`config.mk`:
```
export PLATFORM = sky130hd
export DESIGN_NAME = alu_unit_flat
export DESIGN_NICKNAME = d
export VERILOG_FILES = /design/src/rtl/alu_unit_if.sv /design/src/rtl/alu_unit.sv /design/src/flat_wrapper.sv
export SDC_FILE = /design/constraint.sdc
export NUM_CORES = 1
export LEC_CHECK = 0
export CORE_MARGIN = 2
export CORE_UTILIZATION = 45
export DETAILED_ROUTE_END_ITERATION = 10
export PLACE_DENSITY_LB_ADDON = 0.3
export SLEW_MARGIN = 20
export SYNTH_ARGS = -nofsm -noshare
export SYNTH_HDL_FRONTEND = slang
export SYNTH_SLANG_ARGS = --single-unit
```
`constraint.sdc`:
```
create_clock -name clk_i -period 2.9 [get_ports clk_i]
set_clock_uncertainty 0.2 [all_clocks]
set_input_delay 0.435 -clock clk_i [delete_from_list [all_inputs] [get_ports clk_i]]
set_output_delay 0.435 -clock clk_i [all_outputs]
set_load 0.02 [all_outputs]
```
`src/rtl/alu_unit_if.sv`:
```
// Operand/result bundle for alu_unit: operands and select in, combinational
// result plus the registered result and status flags out.
interface alu_unit_if #(
  parameter int width_p = 8
);
  logic [1:0]         sel_i;
  logic [width_p-1:0] a_i;
  logic [width_p-1:0] b_i;
  logic               v_i;
  logic [width_p-1:0] res_o;
  logic [width_p-1:0] res_r_o;
  logic               v_r_o;
  logic               carry_r_o;
  logic               zero_r_o;
  logic               neg_r_o;
  logic               ovf_r_o;

  modport master (
    output sel_i, a_i, b_i, v_i,
    input  res_o, res_r_o, v_r_o, carry_r_o, zero_r_o, neg_r_o, ovf_r_o
  );

  modport slave (
    input  sel_i, a_i, b_i, v_i,
    output res_o, res_r_o, v_r_o, carry_r_o, zero_r_o, neg_r_o, ovf_r_o
  );
endinterface

```
`src/rtl/alu_unit.sv`:
```
// Two-operand ADD/SUB/AND/OR ALU: combinational result plus a one-cycle
// registered copy of the result with carry/zero/negative/overflow flags.
module alu_unit #(
  parameter int width_p = 8
) (
  input  logic     clk_i,
  input  logic     reset_i,
  alu_unit_if.slave bus
);
  localparam logic [1:0] sel_add = 2'b00;
  localparam logic [1:0] sel_sub = 2'b01;
  localparam logic [1:0] sel_and = 2'b10;
  localparam logic [1:0] sel_or  = 2'b11;

  logic [width_p:0]   sum;
  logic [width_p:0]   diff;
  logic [width_p-1:0] res;
  logic               carry;
  logic               ovf;
  logic               a_msb;
  logic               b_msb;
  logic               r_msb;

  // Extra top bit gives the ADD carry-out; for SUB it is the unsigned borrow.
  assign sum  = {1'b0, bus.a_i} + {1'b0, bus.b_i};
  assign diff = {1'b0, bus.a_i} - {1'b0, bus.b_i};

  assign a_msb = bus.a_i[width_p-1];
  assign b_msb = bus.b_i[width_p-1];
  assign r_msb = res[width_p-1];

  always_comb begin
    res   = '0;
    carry = 1'b0;
    ovf   = 1'b0;
    case (bus.sel_i)
      sel_add: begin
        res   = sum[width_p-1:0];
        carry = sum[width_p];
        ovf   = (a_msb == b_msb) && (r_msb != a_msb);
      end
      sel_sub: begin
        res   = diff[width_p-1:0];
        carry = diff[width_p];
        ovf   = (a_msb != b_msb) && (r_msb != a_msb);
      end
      sel_and: res = bus.a_i & bus.b_i;
      sel_or:  res = bus.a_i | bus.b_i;
      default: res = '0;
    endcase
  end

  assign bus.res_o = res;

  // v_i qualifies capture only: a 1 at an edge loads result and flags and
  // raises v_r_o; a 0 holds them and drops v_r_o. There is no backpressure.
  always_ff @(posedge clk_i) begin
    if (reset_i) begin
      bus.res_r_o   <= '0;
      bus.v_r_o     <= 1'b0;
      bus.carry_r_o <= 1'b0;
      bus.zero_r_o  <= 1'b1;
      bus.neg_r_o   <= 1'b0;
      bus.ovf_r_o   <= 1'b0;
    end else begin
      bus.v_r_o <= bus.v_i;
      if (bus.v_i) begin
        bus.res_r_o   <= res;
        bus.carry_r_o <= carry;
        bus.zero_r_o  <= (res == '0);
        bus.neg_r_o   <= r_msb;
        bus.ovf_r_o   <= ovf;
      end
    end
  end
endmodule

```
`src/flat_wrapper.sv`:
```
// flat-port wrapper written by rule: the top's interface ports become plain ports
module alu_unit_flat 
#(
  parameter int width_p = 8
)
  (clk_i, reset_i, bus_sel_i, bus_a_i, bus_b_i, bus_v_i, bus_res_o, bus_res_r_o, bus_v_r_o, bus_carry_r_o, bus_zero_r_o, bus_neg_r_o, bus_ovf_r_o);
  alu_unit_if #(.width_p(width_p)) bus_i ();
  input  logic clk_i;
  input  logic reset_i;
  input wire logic [$bits(bus_i.sel_i)-1:0] bus_sel_i;
  input wire logic [$bits(bus_i.a_i)-1:0] bus_a_i;
  input wire logic [$bits(bus_i.b_i)-1:0] bus_b_i;
  input wire logic [$bits(bus_i.v_i)-1:0] bus_v_i;
  output wire logic [$bits(bus_i.res_o)-1:0] bus_res_o;
  output wire logic [$bits(bus_i.res_r_o)-1:0] bus_res_r_o;
  output wire logic [$bits(bus_i.v_r_o)-1:0] bus_v_r_o;
  output wire logic [$bits(bus_i.carry_r_o)-1:0] bus_carry_r_o;
  output wire logic [$bits(bus_i.zero_r_o)-1:0] bus_zero_r_o;
  output wire logic [$bits(bus_i.neg_r_o)-1:0] bus_neg_r_o;
  output wire logic [$bits(bus_i.ovf_r_o)-1:0] bus_ovf_r_o;
  assign bus_i.sel_i = bus_sel_i;
  assign bus_i.a_i = bus_a_i;
  assign bus_i.b_i = bus_b_i;
  assign bus_i.v_i = bus_v_i;
  assign bus_res_o = bus_i.res_o;
  assign bus_res_r_o = bus_i.res_r_o;
  assign bus_v_r_o = bus_i.v_r_o;
  assign bus_carry_r_o = bus_i.carry_r_o;
  assign bus_zero_r_o = bus_i.zero_r_o;
  assign bus_neg_r_o = bus_i.neg_r_o;
  assign bus_ovf_r_o = bus_i.ovf_r_o;
  alu_unit #(.width_p(width_p)) u_core (.clk_i(clk_i), .reset_i(reset_i), .bus(bus_i));
endmodule
```
==> results of run 1 <==
[power breakdown]
part / internal, uW / switching [uW]
logic: 260 / 265
clock network: 48.1 / 53.7
registers: 178 / 7.10
[through the flow]
step	std cells	hold slack [ns]	setup WS [ns]
after global placement	325	0.255	-0.807
after global routing	332	0.303	-0.00567
after CTS	331	0.283	0.00629
final	332	0.277	0.0468
after floorplan	190	0.348	0.115
after detailed placement	325	0.271	-0.858
[registers in the layout (all words and copies together) (netlist names)]
name and flops:
u_core.bus.neg_r_o 1, u_core.bus.res_r_o 7, u_core.bus.zero_r_o 1, u_core.bus.carry_r_o 1
u_core.bus.v_r_o 1, u_core.bus.ovf_r_o 1
[layout make-up]
type | instances | area [um2]
multi-input cells | 142 | 1310
repair buffers | 104 | 852
fillers | 180 | 495
flip-flops and latches | 12 | 240
inverters | 27 | 104
well taps | 44 | 55.1
clock buffers | 3 | 22.5
[synthesized netlist by cell type, types with 2 or more instances]
master / number
inv_1: 25
ha_1: 24
nor2_1: 22
a21oi_1: 15
dfxtp_1: 12
nand2_1: 11
xnor2_1: 7
mux2i_1: 6
nor3_1: 6
a211oi_1: 5
buf_2: 5
o21ai_1: 4
o21bai_1: 4
clkbuf_1: 3
nand3_1: 3
nor2b_1: 3
o211ai_1: 3
o21ai_0: 3
a21o_1: 2
fa_1: 2
inv_2: 2
[per-layer routing]
layer	vias to the layer above	global-route usage, %	part of all wire, %
met5	-	0	0
met3	32	2.94	6.6
met1	837	29.4	37
met2	117	48.5	52
li1	857	-	-
met4	0	8.39	4.3
[placed cells by master, fill, tap and decap left out, types with 2 or more instances in the layout]
cell type        instances
buf_4                   63
nor2_1                  22
clkdlybuf4s50_1         22
inv_1                   14
ha_1                    14
inv_2                   12
dfxtp_1                 12
a21oi_1                 11
nand2_1                 11
ha_4                     8
dlygate4sd2_1            7
xnor2_1                  6
nor3_1                   5
mux2i_1                  4
a21oi_2                  4
buf_2                    4
buf_6                    4
o21bai_1                 3
o21ai_1                  3
o211ai_1                 3
nor2b_1                  3
nand3_1                  3
a211oi_1                 3
clkbuf_4                 3
mux2i_2                  2
a211oi_4                 2
o21ai_0                  2
o21ai_2                  2
o31ai_2                  2
a21o_1                   2
fa_2                     2
ha_2                     2
clkbuf_2                 2
[worst paths after layout]
check	end	start	slack [ns]
worst min register to register	u_core.bus.res_r_o[0]$_SDFFE_PP0P_	u_core.bus.res_r_o[0]$_SDFFE_PP0P_	0.28
worst min-delay path	u_core.bus.res_r_o[0]$_SDFFE_PP0P_	u_core.bus.res_r_o[0]$_SDFFE_PP0P_	0.28
worst max register to register	u_core.bus.res_r_o[6]$_SDFFE_PP0P_	u_core.bus.res_r_o[6]$_SDFFE_PP0P_	1.88
worst max-delay path	bus_res_o[7]	bus_b_i[6]	0.05
[kinds of logic after synthesis]
family                   Yosys count  share of synthesized area (%)
flip-flops                        12                           16.3
AO/OA/AOI/OAI                     52                           26.6
XOR/XNOR                           7                           4.16
adder cells (fa/ha/maj)           26                           23.1
AND/OR/NAND/NOR                   50                           15.2
multiplexers                       7                           4.84
buffers and inverters             36                           9.85
[tightest hold or removal path, stage by stage, from the launching register on]
cell and delay, ns:
dfxtp_1 0.31, nor2_1 0.08, nor3_1 0.05
[what timing repair did]
action,4_1_cts,5_1_grt
pin swaps,16,11
gates resized for setup,81,26
endpoints found under the setup margin,10,8
buffers inserted,3,1
==> results.sh, run 1 <==
export IMPL_dieHeight_um=61.2
export IMPL_peakVddDrop_mv=0.126
export IMPL_hold_depth=2
export IMPL_track_usage_pct=25.6
export IMPL_drive_gt1_share_pct=44.1
export IMPL_setup_tns_ns=0
export IMPL_status="completed"
export IMPL_dieWidth_um=61.2
export IMPL_pwr_density_cell_mw_per_mm2=314
export IMPL_syn_num_nets=237
export IMPL_final_core_util_pct=83.9
export IMPL_max_slew_margin_rel_pct=66.7
export IMPL_dominantRegCellSynth="dfxtp_1"
export IMPL_worstSetupPathType="input pin to primary output"
export IMPL_cts_buffer_depth=2
export IMPL_core_area_mm2=0.00308
export IMPL_finalInstanceArea_mm2=0.00258
export IMPL_yosys_cell_types_count=44
export IMPL_tightest_slew_ns=0.494
export IMPL_ant_nets=0
export IMPL_cp_required_ns=2.27
export IMPL_syn_area_per_cell_um2=7.76
export IMPL_grt_overflow=0
export IMPL_gp_congestion=0.850
export IMPL_diodes=0
export IMPL_wire_per_inst_um=15.9
export IMPL_end_kind="primary output"
export IMPL_worstSetupStartpointType="input pin"
export IMPL_path_depth=9
export IMPL_path_delay_family="buffers and inverters"
export IMPL_dieArea_mm2=0.00375
export IMPL_vias=1843
export IMPL_report_final_slew_viol_count=0
export IMPL_ys_warn_count=0
export IMPL_synth_cell_area_mm2=0.00147
export IMPL_htreeDepth=1
export IMPL_dp_hpwl_um=3270
export IMPL_firstDrtPassIters=4
export IMPL_p_leak_uw=0.00121
export IMPL_start_util_pct=47.9
export IMPL_fmax_mhz=350
export IMPL_max_stage_delay_ns=0.49
export IMPL_report_final_setup_viol=0
export IMPL_synth_edff_count=0
export IMPL_hold_class="flop to flop"
export IMPL_clock_root_buffer="clkbuf_4"
export IMPL_min_period_ns=2.85
export IMPL_ys_seq_area_share_pct=16.3
export IMPL_slowest_stage="clkdlybuf4s50_1"
export IMPL_grt_max_degree=13
export IMPL_cts_hold_buffers=0
export IMPL_ios=42
export IMPL_cts_made_buffers=3
export IMPL_ys_ff_latch=12
export IMPL_grt_pass1_vias=1738
export IMPL_cts_sinks=12
export IMPL_synth_largest_area_cell="ha_1"
export IMPL_worstSkewPairLatency_ns=0.27
export IMPL_cts_tree="done"
export IMPL_syn2layout_area_growth_pct=75.2
export IMPL_syn_instance_count=190
export IMPL_routed_wl_um=5290
export IMPL_finalPower_uw=811
export IMPL_drv_cap=0
export IMPL_drtIter0Drc=119
export IMPL_grt_pass1_wl_um=7290
export IMPL_synth_top_area_share_pct=20.4
export IMPL_yosys_top_cells_area="ha_1 (20%), dfxtp_1 (16%), inv_1 (6.4%)"
export IMPL_port_buffers=41
export IMPL_nets=337
export IMPL_path_cells="clkdlybuf4s50_1 > inv_1 > ha_1 > a21oi_2 > nand2_1 > a31oi_1 > a311oi_2 > a41oi_2 > buf_4"
export IMPL_worstRegToRegCells=2
export IMPL_finalHoldViolations=0
export IMPL_row_count=20
export IMPL_drcViolationCount=0
export IMPL_path_buf_inv=3
export IMPL_cp_arrival_ns=2.22
export IMPL_path_max_fanout=2
export IMPL_antenna_found_initial=0
export IMPL_via_per_inst=5.55
export IMPL_place_area_mm2=0.00234
export IMPL_async_reset_ff_share_pct=0
export IMPL_clkTransAtPathRegs_ns=0.07
export IMPL_fin_crit_sh_pct=98.4
(Power assumes the default switching activity.)
==> run 2: changes to the inputs <==
--- a/config.mk
+++ b/config.mk
@@ -6,9 +6,10 @@
 export NUM_CORES = 1
 export LEC_CHECK = 0
 export CORE_MARGIN = 2
-export CORE_UTILIZATION = 45
+export CORE_UTILIZATION = 43
 export DETAILED_ROUTE_END_ITERATION = 10
 export PLACE_DENSITY_LB_ADDON = 0.3
+export SKIP_CTS_REPAIR_TIMING = 1
 export SLEW_MARGIN = 20
 export SYNTH_ARGS = -nofsm -noshare
 export SYNTH_HDL_FRONTEND = slang
==> constraint.sdc (replaced) <==
create_clock -name clk_i -period 2.4 [get_ports clk_i]
set_clock_uncertainty 0.2 [all_clocks]
set_input_delay 0.36 -clock clk_i [delete_from_list [all_inputs] [get_ports clk_i]]
set_output_delay 0.36 -clock clk_i [all_outputs]
set_load 0.02 [all_outputs]
==> results.sh, run 2 (synthesized netlist as in run 1, its figures left out) <==
export IMPL_status="finished with violations"
export IMPL_failed_checks="setup timing"
export IMPL_drcViolationCount=0
export IMPL_report_final_slew_viol_count=0
export IMPL_grt_pass1_wl_um=6700
export IMPL_cts_buffer_depth=2
export IMPL_fmax_mhz=359
export IMPL_p_leak_uw=0.00127
export IMPL_row_count=21
export IMPL_syn2layout_area_growth_pct=83.4
export IMPL_drive_gt1_share_pct=48.3
export IMPL_cp_arrival_ns=2.22
export IMPL_cts_made_buffers=3
export IMPL_grt_pass1_vias=1570
export IMPL_worstSetupPathType="input pin to primary output"
export IMPL_p_seq_share_pct=21.5
export IMPL_clock_root_buffer="clkbuf_4"
export IMPL_most_common_layout_cells="buf_4 (59), nor2_1 (21), clkdlybuf4s50_1 (19)"
export IMPL_final_seq_area_um2=240
export IMPL_port_buffers=41
export IMPL_grt_max_degree=13
export IMPL_nets=334
export IMPL_core_area_mm2=0.00331
export IMPL_dieWidth_um=62.5
export IMPL_pwr_density_cell_mw_per_mm2=386
export IMPL_start_util_pct=44.5
export IMPL_clkTransAtPathRegs_ns=0.07
export IMPL_diodes=0
export IMPL_antenna_found_initial=0
export IMPL_layout_setup_ws_ns=-0.382
export IMPL_pwr_share_clk_pct=15.9
export IMPL_dp_hpwl_um=3190
export IMPL_gp_congestion=0.788
export IMPL_vias=1743
export IMPL_htreeDepth=1
export IMPL_cts_sinks=12
export IMPL_cp_required_ns=1.84
export IMPL_min_period_ns=2.78
export IMPL_fillers=196
export IMPL_regMostFlops="u_core.bus.res_r_o"
export IMPL_ant_nets=0
export IMPL_fin_crit_sh_pct=116
export IMPL_via_per_inst=5.25
export IMPL_tightest_slew_ns=0.446
export IMPL_end_kind="primary output"
export IMPL_drv_cap=0
export IMPL_track_usage_pct=20.5
export IMPL_largest_register_ffs=7
export IMPL_grt_overflow=0
export IMPL_dieHeight_um=62.5
export IMPL_path_cells="buf_8 > inv_4 > ha_4 > fa_2 > o21bai_4 > a21oi_2 > nor4_1 > nor3_1 > xnor2_1 > o21ai_2 > buf_6"
export IMPL_dp_worst_setup_slack_ns=-1.13
export IMPL_routed_wl_um=5080
export IMPL_ios=42
export IMPL_p_int_uw=636
export IMPL_wire_per_inst_um=15.3
export IMPL_place_area_mm2=0.00233
export IMPL_report_final_setup_viol=7
export IMPL_cts_tree="done"
export IMPL_worstSkewPairLatency_ns=0.29
export IMPL_worstSetupStartpointType="input pin"
export IMPL_max_stage_delay_ns=0.38
export IMPL_finalInstanceArea_mm2=0.00270
export IMPL_layout_commonest_cell="buf_4"
export IMPL_firstDrtPassIters=4
export IMPL_dieArea_mm2=0.00391
export IMPL_max_slew_margin_rel_pct=70.2
export IMPL_hold_class="flop to flop"
export IMPL_drtIter0Drc=126
export IMPL_rsz0062_at_grt="true"
export IMPL_slowest_stage="fa_2"
export IMPL_pwr_share_comb_pct=62.6
export IMPL_switching_share_pct=39.0
export IMPL_setup_tns_ns=-1.16
export IMPL_finalHoldViolations=0
export IMPL_peakVddDrop_mv=0.151
export IMPL_multiInputGateArea_mm2=0.00138
export IMPL_path_max_fanout=3
export IMPL_p_switching_uw=406
-- run 2: stage by stage --
stage,cells,total power (uW),hold slack (ns),util (%)
CTS,326,928,0.279,71.5
global route,332,1110,0.313,81.7
finish,332,1040,0.274,81.7
detailed placement,322,763,0.256,70.4
global placement,322,750,0.267,70.4
floorplan,190,508,0.346,-
-- run 2: critical path: cells and delay by family --
family          cells  cell delay, ns
simple gates        2            0.47
buf+inv             3            0.28
compound gates      3            0.42
xor+xnor            1            0.15
fa+ha+maj           2            0.54
-- run 2: cell type report --
cell class	count	area share, %
Clock buffer	4	1.34
Inverter	27	4.12
Multi-Input combinational cell	142	50.9
Sequential cell	12	8.88
Tap cell	46	2.13
Timing Repair Buffer	101	32.6
-- run 2: worst paths after layout --
path,start,endpoint,slack (ns),cells past startpoint
worst max-delay path,bus_a_i[0],bus_res_o[6],-0.38,11
worst min register to register,u_core.bus.res_r_o[0]$_SDFFE_PP0P_,u_core.bus.res_r_o[0]$_SDFFE_PP0P_,0.27,2
worst min-delay path,u_core.bus.res_r_o[0]$_SDFFE_PP0P_,u_core.bus.res_r_o[0]$_SDFFE_PP0P_,0.27,2
worst max register to register,u_core.bus.res_r_o[6]$_SDFFE_PP0P_,u_core.bus.res_r_o[6]$_SDFFE_PP0P_,1.39,2
-- run 2: power groups by stage --
stage | combinational (uW) | clock (uW) | sequential [uW]
floorplan | 261 | 0 | 247
global placement | 523 | 0 | 227
detailed placement | 535 | 0 | 228
CTS | 539 | 166 | 224
global route | 697 | 182 | 226
finish | 653 | 166 | 224
-- run 2: routing by layer --
layer | track usage (%) | vias up | share of wire (%)
met4 | 6.11 | 0 | 2.0
met5 | 0 | - | 0
met3 | 1.80 | 10 | 3.6
met2 | 35.9 | 59 | 51
met1 | 26.7 | 828 | 43
li1 | - | 846 | -
==> run 3: changes to the inputs <==
--- a/config.mk
+++ b/config.mk
@@ -9,6 +9,7 @@
 export CORE_UTILIZATION = 43
 export DETAILED_ROUTE_END_ITERATION = 10
 export PLACE_DENSITY_LB_ADDON = 0.3
+export SETUP_SLACK_MARGIN = 0.5
 export SKIP_CTS_REPAIR_TIMING = 1
 export SLEW_MARGIN = 20
 export SYNTH_ARGS = -nofsm -noshare
==> results.sh, run 3 (synthesized netlist as in run 1, its figures left out) <==
export IMPL_port_buffers=41
export IMPL_crit_start="bus_a_i[1]"
export IMPL_cts_buffer_depth=2
export IMPL_tightest_slew_ns=0.473
export IMPL_max_stage_delay_ns=0.43
export IMPL_status="finished with violations"
export IMPL_routed_wl_um=5060
export IMPL_report_final_slew_viol_count=0
export IMPL_setup_tns_ns=-1.80
export IMPL_dp_cells=325
export IMPL_fillers=183
export IMPL_cts_made_buffers=3
export IMPL_core_area_mm2=0.00331
export IMPL_vias=1765
export IMPL_gr_usage_met1_pct=24.1
export IMPL_hp_start="u_core.bus.ovf_r_o$_SDFFE_PP0P_"
export IMPL_worstRegToRegCells=2
export IMPL_cp_arrival_ns=2.18
export IMPL_gp_congestion=0.845
export IMPL_syn2layout_area_growth_pct=90.2
export IMPL_grt_pass1_wl_um=6940
export IMPL_hold_depth=1
export IMPL_drv_cap=0
export IMPL_grt_overflow=0
export IMPL_most_common_layout_cells="buf_4 (57), nor2_1 (20), clkdlybuf4s50_1 (18)"
export IMPL_grt_use_met3_pct=1.80
export IMPL_dp_hpwl_um=3500
export IMPL_cp_required_ns=1.84
export IMPL_layout_setup_ws_ns=-0.336
export IMPL_worstSetupStartpointType="input pin"
export IMPL_dieWidth_um=62.5
export IMPL_crit_top_cell="buf_6"
export IMPL_antenna_found_initial=0
export IMPL_failed_checks="setup timing"
export IMPL_fin_crit_sh_pct=114
export IMPL_peakVddDrop_mv=0.184
export IMPL_slowest_stage="o41ai_4"
export IMPL_largest_register_ffs=7
export IMPL_cts_tree="done"
export IMPL_p_leak_uw=0.00133
export IMPL_min_period_ns=2.74
export IMPL_hold_class="flop to flop"
export IMPL_row_count=21
export IMPL_diodes=0
export IMPL_nets=341
export IMPL_drtIter0Drc=68
export IMPL_max_slew_margin_rel_pct=68.4
export IMPL_end_kind="primary output"
export IMPL_finalHoldViolations=0
export IMPL_dp_worst_setup_slack_ns=-1.19
export IMPL_drcViolationCount=0
export IMPL_layout_commonest_cell="buf_4"
export IMPL_fmax_mhz=366
export IMPL_regMostFlops="u_core.bus.res_r_o"
export IMPL_clkTransAtPathRegs_ns=0.07
export IMPL_firstDrtPassIters=4
export IMPL_dieArea_mm2=0.00391
export IMPL_pwr_density_cell_mw_per_mm2=369
export IMPL_dieHeight_um=62.5
export IMPL_grt_max_degree=13
export IMPL_path_cells="buf_8 > inv_4 > ha_4 > buf_6 > a211oi_4 > o41ai_4 > buf_4 > nand4_1 > a41oi_4 > buf_6"
export IMPL_cts_sinks=12
export IMPL_path_max_fanout=3
export IMPL_finalNonFillerCells=338
export IMPL_clock_root_buffer="clkbuf_4"
export IMPL_htreeDepth=1
export IMPL_grt_pass1_vias=1632
export IMPL_finalPower_uw=1030
export IMPL_crit_reg2reg_launch="u_core.bus.res_r_o[6]$_SDFFE_PP0P_"
export IMPL_report_final_setup_viol=10
export IMPL_grt_busiest_layer="met2"
export IMPL_start_util_pct=44.5
export IMPL_worstSetupPathType="input pin to primary output"
export IMPL_rsz0062_at_grt="true"
export IMPL_worstSkewPairLatency_ns=0.26
export IMPL_wire_per_inst_um=15.0
export IMPL_ant_nets=0
export IMPL_drive_gt1_share_pct=49.7
export IMPL_final_core_util_pct=84.7
export IMPL_via_per_inst=5.22
export IMPL_track_usage_pct=21.1
export IMPL_gr_usage_met2_pct=41.4
export IMPL_ios=42
==> run 3: cell types whose count changed in the layout (fill, tap and decap cells not counted), sizes merged <==
| cell | previous run | this run |
|---|---|---|
| buf | 70 | 78 |
| clkbuf | 9 | 6 |
| dlymetal6s2s | 7 | 9 |
| clkdlybuf4s50 | 19 | 18 |
==> run 3: critical path: cells and delay by family <==
family                   cells  cell delay, ns
buffers and inverters        5            0.53
AO/OA/AOI/OAI                3            0.83
adder cells (fa/ha/maj)      1            0.26
AND/OR/NAND/NOR              1            0.17
==> run 3: where the power goes <==
| part | total [uW] | leakage [uW] | internal, uW | switching, uW |
|---|---|---|---|---|
| logic | 693 | 0.00122 | 357 | 336 |
| clock network | 118 | 0.0000138 | 57.8 | 60.0 |
| registers | 224 | 0.0000993 | 215 | 8.48 |
==> run 3: cell type report <==
type | instances | area [um2] | share of cell area (%)
multi-input combinational | 142 | 1370 | 49.0
inverter | 27 | 119 | 4.24
tap | 46 | 57.6 | 2.05
clock buffer | 3 | 22.5 | 0.803
sequential | 12 | 240 | 8.57
timing repair buffer | 108 | 992 | 35.4
==> run 3: path summary, 6_finish.rpt <==
path / to / slack, ns
setup / recovery: bus_res_o[7] / -0.34
hold / removal: u_core.bus.ovf_r_o$_SDFFE_PP0P_ / 0.28
setup reg to reg: u_core.bus.res_r_o[6]$_SDFFE_PP0P_ / 1.40
hold reg to reg: u_core.bus.ovf_r_o$_SDFFE_PP0P_ / 0.28
==> run 3: layer usage <==
metal / up-vias / wire length (um)
li1: 862 / -
met4: 0 / 180
met2: 78 / 2700
met5: - / 0
met3: 19 / 237
met1: 806 / 1940
==> run 3: stage by stage <==
| stage | hold slack, ns | area [um2] |
|---|---|---|
| 6_report | 0.275 | 2800 |
| 5_1_grt | 0.311 | 2800 |
| 4_1_cts | 0.276 | 2490 |
| 3_5_place_dp | 0.260 | 2460 |
| 3_3_place_gp | 0.258 | 2460 |
| 2_1_floorplan | 0.346 | 1600 |
